<file path="src/rtl/lcd_bus_pkg.sv">
// Shared types and constants for the 8080-style panel write path.
// Entry layout is {dc, data}; dc selects command versus pixel/parameter data.
package lcd_bus_pkg;

    typedef enum logic [1:0] {
        IDLE,
        LOAD,
        LOW,
        HIGH
    } lcd_wr_state_t;

    localparam logic DC_CMD  = 1'b0;
    localparam logic DC_DATA = 1'b1;

    typedef struct packed {
        logic       dc;
        logic [7:0] data;
    } lcd_entry_t;

endpackage

</file>
<file path="src/rtl/byte_fifo.sv">
// Small synchronous FIFO with a combinational head; pointers wrap mod DEPTH.
// A push into a full FIFO is dropped even if a pop happens in the same cycle.
module byte_fifo #(
    parameter int W     = 9,
    parameter int DEPTH = 4
) (
    input  logic                     i_clk,
    input  logic                     i_rst,
    input  logic                     i_push,
    input  logic [W-1:0]             i_din,
    input  logic                     i_pop,
    output logic [W-1:0]             o_head,
    output logic [$clog2(DEPTH):0]   o_count,
    output logic                     o_full,
    output logic                     o_empty
);

    localparam int AW = $clog2(DEPTH);
    localparam int CW = AW + 1;

    logic [W-1:0]  r_mem [DEPTH];
    logic [AW-1:0] r_wp;
    logic [AW-1:0] r_rp;
    logic [CW-1:0] r_count;
    logic          w_push;
    logic          w_pop;

    assign o_full  = (r_count == CW'(DEPTH));
    assign o_empty = (r_count == '0);
    assign o_count = r_count;
    assign o_head  = r_mem[r_rp];
    assign w_push  = i_push && !o_full;
    assign w_pop   = i_pop && !o_empty;

    always_ff @(posedge i_clk) begin
        if (w_push) begin
            r_mem[r_wp] <= i_din;
        end
    end

    always_ff @(posedge i_clk) begin
        if (i_rst) begin
            r_wp    <= '0;
            r_rp    <= '0;
            r_count <= '0;
        end else begin
            if (w_push) begin
                r_wp <= r_wp + AW'(1);
            end
            if (w_pop) begin
                r_rp <= r_rp + AW'(1);
            end
            if (w_push && !w_pop) begin
                r_count <= r_count + CW'(1);
            end else if (!w_push && w_pop) begin
                r_count <= r_count - CW'(1);
            end
        end
    end

endmodule

</file>
<file path="src/rtl/lcd_bus_writer.sv">
// Drives the panel's write-only 8080 bus from a small byte FIFO.
// Each byte: one setup cycle, WR_LOW_CYC low, WR_HIGH_CYC high with bus held.
module lcd_bus_writer
    import lcd_bus_pkg::*;
#(
    parameter int WR_LOW_CYC  = 2,
    parameter int WR_HIGH_CYC = 2,
    parameter int FIFO_DEPTH  = 4
) (
    input  logic       hwclk,
    input  logic       reset,
    input  logic       in_valid,
    input  logic       in_dc,
    input  logic [7:0] in_byte,
    output logic       in_ready,
    output logic       dcx,
    output logic       wr,
    output logic [7:0] D,
    output logic       idle
);

    localparam int MAXC = (WR_LOW_CYC > WR_HIGH_CYC) ? WR_LOW_CYC : WR_HIGH_CYC;
    localparam int CW   = (MAXC > 1) ? $clog2(MAXC) : 1;
    localparam logic [CW-1:0] CNT_LOW  = CW'(WR_LOW_CYC - 1);
    localparam logic [CW-1:0] CNT_HIGH = CW'(WR_HIGH_CYC - 1);

    lcd_wr_state_t r_state;
    lcd_wr_state_t w_state_nxt;
    logic [CW-1:0] r_cnt;
    logic [CW-1:0] w_cnt_nxt;
    logic          r_wr;
    logic          r_dcx;
    logic [7:0]    r_d;
    logic          w_pop;
    lcd_entry_t    w_in;
    lcd_entry_t    w_head;
    logic          w_full;
    logic          w_empty;
    logic [$clog2(FIFO_DEPTH):0] w_count;

    assign w_in = '{dc: in_dc, data: in_byte};

    byte_fifo #(
        .W     ($bits(lcd_entry_t)),
        .DEPTH (FIFO_DEPTH)
    ) u_fifo (
        .i_clk   (hwclk),
        .i_rst   (reset),
        .i_push  (in_valid),
        .i_din   (w_in),
        .i_pop   (w_pop),
        .o_head  (w_head),
        .o_count (w_count),
        .o_full  (w_full),
        .o_empty (w_empty)
    );

    always_ff @(posedge hwclk) begin
        if (reset) begin
            r_state <= IDLE;
        end else begin
            r_state <= w_state_nxt;
        end
    end

    always_comb begin
        w_state_nxt = r_state;
        w_cnt_nxt   = r_cnt;
        w_pop       = 1'b0;
        unique case (r_state)
            IDLE: begin
                if (!w_empty) begin
                    w_pop       = 1'b1;
                    w_state_nxt = LOAD;
                end
            end
            LOAD: begin
                w_state_nxt = LOW;
                w_cnt_nxt   = CNT_LOW;
            end
            LOW: begin
                if (r_cnt == '0) begin
                    w_state_nxt = HIGH;
                    w_cnt_nxt   = CNT_HIGH;
                end else begin
                    w_cnt_nxt = r_cnt - CW'(1);
                end
            end
            HIGH: begin
                if (r_cnt != '0) begin
                    w_cnt_nxt = r_cnt - CW'(1);
                end else if (!w_empty) begin
                    w_pop       = 1'b1;
                    w_state_nxt = LOAD;
                end else begin
                    w_state_nxt = IDLE;
                end
            end
            default: w_state_nxt = IDLE;
        endcase
    end

    // wr is registered from the next state so the strobe never glitches.
    always_ff @(posedge hwclk) begin
        if (reset) begin
            r_cnt <= '0;
            r_wr  <= 1'b1;
            r_dcx <= DC_CMD;
            r_d   <= 8'h00;
        end else begin
            r_cnt <= w_cnt_nxt;
            r_wr  <= (w_state_nxt != LOW);
            if (w_pop) begin
                r_dcx <= w_head.dc;
                r_d   <= w_head.data;
            end
        end
    end

    assign wr       = r_wr;
    assign dcx      = r_dcx;
    assign D        = r_d;
    assign in_ready = !w_full;
    assign idle     = (w_count == '0) && (r_state == IDLE);

endmodule

</file>
<file path="config.mk">
export PLATFORM = sky130hd
export DESIGN_NAME = lcd_bus_writer
export DESIGN_NICKNAME = d
export VERILOG_FILES = /design/src/rtl/lcd_bus_pkg.sv /design/src/rtl/byte_fifo.sv /design/src/rtl/lcd_bus_writer.sv
export SDC_FILE = /design/constraint.sdc
export NUM_CORES = 1
export LEC_CHECK = 0
export ABC_CLOCK_PERIOD_IN_PS = 3250
export BUFFER_PORTS_ARGS = -buffer_cell sky130_fd_sc_hd__buf_2
export CAP_MARGIN = 20
export CELL_PAD_IN_SITES_DETAIL_PLACEMENT = 1
export CELL_PAD_IN_SITES_GLOBAL_PLACEMENT = 2
export CORE_MARGIN = 5
export CORE_UTILIZATION = 41
export CTS_CLUSTER_DIAMETER = 200
export CTS_CLUSTER_SIZE = 14
export DETAILED_ROUTE_END_ITERATION = 8
export PLACE_DENSITY_LB_ADDON = 0.3
export SLEW_MARGIN = 20
export SYNTH_ARGS = -nofsm -noshare
export SYNTH_HDL_FRONTEND = slang
export SYNTH_SLANG_ARGS = --single-unit
</file>
<file path="constraint.sdc">
create_clock -name hwclk -period 3.25 [get_ports hwclk]
set_clock_uncertainty 0.1 [all_clocks]
set_input_delay 0.975 -clock hwclk [delete_from_list [all_inputs] [get_ports hwclk]]
set_output_delay 0.975 -clock hwclk [all_outputs]
set_load 0.01 [all_outputs]
</file>
==> impl_metrics.py <==
metrics = {
    "grt": {
        "grt_pass1_wl_um": 6960,
        "gr-max-usage-layer": "met2",
        "antenna_violations_before_repair": 0,
        "grtUsageMet2_pct": 22.2,
        "grtUsageMet3_pct": 3.88,
        "globalRouteOverflowTotal": 0,
        "grt_pass1_vias": 1381,
        "grt_max_degree": 21,
        "grtUsageMet1_pct": 14.2,
        "gr-usage-all-layers_pct": 12.5,
    },
    "drt": {
        "post_drt_via_cell_ratio": 4.99,
        "routed_wire_length_per_instance_um": 16.7,
        "first_iter_violations": 75,
        "drt_wl_total_um": 4160,
        "drc_errors": 0,
        "detail-route-antenna-nets": 0,
        "first_pass_detailed_route_iteration_total": 4,
        "total_number_of_vias": 1243,
    },
    "placement": {
        "io_buffers": 23,
        "routabilityCongestion": 0.670,
        "dp_slack_ns": 0.406,
        "dpl.hpwl_um": 2820,
        "place_inst": 241,
        "placed_cell_area_um2": 2490,
    },
    "logic_synthesis": {
        "synth_area_um2": 2310,
        "synth.distinct_cells": 33,
        "synth_top_cell_area_share_pct": 46.8,
        "number_of_warnings_reported_in_the_yosys_synthesis_log": 0,
        "synth_fp_nets": 173,
        "synthesis.area_per_instance_um2": 15.4,
        "sequential_area_share_after_synthesis_pct": 64.1,
        "postSynthRegisterBits": 56,
        "post-synth-top-area-cell": "sky130_fd_sc_hd__edfxtp_1",
        "netlist_top_cells_area": "sky130_fd_sc_hd__edfxtp_1, sky130_fd_sc_hd__dfxtp_1, sky130_fd_sc_hd__mux4_2",
        "postSynthCellCount": 150,
    },
    "worst_setup_path": {
        "worst_r2r_path_depth": 11,
        "regToRegSetupSlack_ns": 0.80,
        "worstSetupEndpoint": "u_fifo.o_count[2]$_SDFFE_PP0P_",
        "critPathCaptureType": "register",
        "cp-start-kind": "input port",
        "worst_r2r_endpoint": "u_fifo.o_count[2]$_SDFFE_PP0P_",
        "timing.critical_path.from": "in_valid",
        "critical_path.reg2reg.startpoint": "r_state[1]$_SDFF_PP0_",
        "path_max_fanout": 7,
        "worst-setup-path-type": "input port to register",
        "cp_data_required_time_ns": 3.39,
        "critPathArrivalTime_ns": 2.65,
    },
    "clock_network": {
        "post-cts-setup-buffer-count": 0,
        "cts_tree": "yes",
        "clk-insertion-delay-late_ns": 0.31,
        "cts_made_buffers": 5,
        "clock-sinks": 56,
        "clock_tree.buffer_depth": 2,
        "post_cts_hold_buffer_count": 0,
        "htree_num_levels": 2,
        "cts_resized": 0,
        "clk_pin_slew_ns": 0.10,
        "cts_root_buffer": "sky130_fd_sc_hd__clkbuf_8",
    },
    "sta": {
        "setup-tns-final_ns": 0,
        "timing.final.hold_violations": 0,
        "setup_violations": 0,
        "final_number_of_max_transition_violations": 0,
        "finalCritPeriodShare_pct": 77.2,
        "slew_headroom_pct": 50.1,
        "maximum_clock_rate_mhz": 399,
        "rsz0062_at_grt": "false",
        "period_needed_ns": 2.51,
        "worst_pin_slew_ns": 0.748,
        "setup_slack_ns": 0.742,
    },
    "finish": {
        "multi_input_area_um2": 767,
        "final_cells": 249,
        "layout.nets": 199,
        "most-common-layout-cells": "sky130_fd_sc_hd__edfxtp_1, sky130_fd_sc_hd__buf_2, sky130_fd_sc_hd__dfxtp_1, sky130_fd_sc_hd__nor2_1, sky130_fd_sc_hd__mux2i_1",
        "regArea_um2": 1480,
        "finish.utilization_pct": 47.2,
        "mostFrequentLayoutCell": "sky130_fd_sc_hd__edfxtp_1",
        "final_layout_size_suffix_gt1_share_pct": 25.4,
        "num-fill-cells": 539,
        "area_delta_synth_final_pct": 12.4,
        "stdcell_area_um2": 2600,
        "antenna-diode-count": 0,
    },
    "die": {
        "design.die.area_um2": 7240,
        "row_count": 27,
        "fp.dieW_um": 85.1,
        "die_height_um": 85.1,
        "num_io_pins": 24,
        "start_util_pct": 42.0,
        "design.core.area_um2": 5510,
    },
    "status": {
        "run_status": "complete, no violations",
    },
    "flow_run": {
        "maxCapViolCount": 0,
    },
    "power_and_ir_drop": {
        "total_power_divided_by_cell_area_nw_per_um2": 838,
        "cellLeakagePower_nw": 0.953,
        "irDropWorstVdd_mv": 0.371,
    },
    "hold_path": {
        "hold_path.class": "register to register",
    },
}
[critical path: stages]
cell                       delay [ns]
sky130_fd_sc_hd__buf_2           0.07
sky130_fd_sc_hd__a21boi_2        0.29
sky130_fd_sc_hd__ha_1            0.25
sky130_fd_sc_hd__inv_1           0.07
sky130_fd_sc_hd__fa_1            0.37
sky130_fd_sc_hd__xor2_1          0.18
sky130_fd_sc_hd__or3_1           0.30
sky130_fd_sc_hd__a21oi_1         0.15
[state kept, by name (all words and copies together) (netlist names)]
register / flops
dcx: 1
wr: 1
D: 8
u_fifo.r_mem: 36
r_cnt: 1
u_fifo.r_wp: 2
r_state: 2
u_fifo.o_count: 3
u_fifo.r_rp: 2
[area by class of cell]
class / instances / area share [%]
well taps: 72 / 3.47
clock buffers: 6 / 2.79
multi-input cells: 82 / 29.5
inverters: 7 / 1.01
clock inverters: 2 / 1.49
flip-flops and latches: 56 / 57.0
repair buffers: 24 / 4.72
[metrics by stage]
stage / power (W) / hold WS, ns
after floorplan: 0.00157 / 0.412
after global placement: 0.00171 / 0.374
after detailed placement: 0.00176 / 0.391
after CTS: 0.00221 / 0.414
after global routing: 0.00233 / 0.465
final: 0.00218 / 0.405
[how the worst min path moves through the flow]
stage	start	to	cells past startpoint
final	D[7]$_SDFFE_PP0N_	D[7]$_SDFFE_PP0N_	2
after global routing	D[1]$_SDFFE_PP0N_	D[1]$_SDFFE_PP0N_	2
after CTS	D[6]$_SDFFE_PP0N_	D[6]$_SDFFE_PP0N_	2
after detailed placement	D[6]$_SDFFE_PP0N_	D[6]$_SDFFE_PP0N_	2
after global placement	D[6]$_SDFFE_PP0N_	D[6]$_SDFFE_PP0N_	2
after floorplan	r_state[1]$_SDFF_PP0_	r_state[1]$_SDFF_PP0_	2
[per-layer routing]
layer	up-vias	part of all wire, %
li1	598	-
met1	612	41
met2	25	53
met3	8	4.3
met4	0	1.7
met5	-	0
[power by group]
part           total, W  leakage [nW]  internal [W]  switching (W)
combinational  0.000718         0.403      0.000351       0.000366
sequential      0.00100         0.494      0.000892       0.000111
clock          0.000458        0.0558      0.000233       0.000225
[Yosys cell counts, drive strengths merged]
| cell | instances |
|---|---|
| edfxtp | 36 |
| dfxtp | 20 |
| nor2 | 17 |
| mux2i | 11 |
| ha | 10 |
| mux4 | 9 |
| inv | 7 |
| and2 | 5 |
| a21oi | 4 |
| clkbuf | 3 |
| nand2b | 3 |
| a211oi | 2 |
| buf | 2 |
| nand3 | 2 |
| nor3 | 2 |
| xnor2 | 2 |
| xor2 | 2 |
| a21boi | 1 |
| a311oi | 1 |
| a31o | 1 |
| a32oi | 1 |
| fa | 1 |
| nand2 | 1 |
| nor2b | 1 |
| nor3b | 1 |
| o21ai | 1 |
| or2 | 1 |
| or2b | 1 |
| or3 | 1 |
| or4 | 1 |
[cells by family (layout without fill, tap and decap cells)]
| family | after synthesis | after routing | share of synthesized area, % |
|---|---|---|---|
| buf+inv | 12 | 39 | 2.76 |
| xor+xnor | 4 | 4 | 1.52 |
| compound gates | 11 | 11 | 3.90 |
| fa+ha+maj | 11 | 11 | 6.28 |
| mux | 20 | 20 | 13.5 |
| simple gates | 36 | 36 | 7.96 |
| flops | 56 | 56 | 64.1 |
Power figures use the tool's default switching activity.
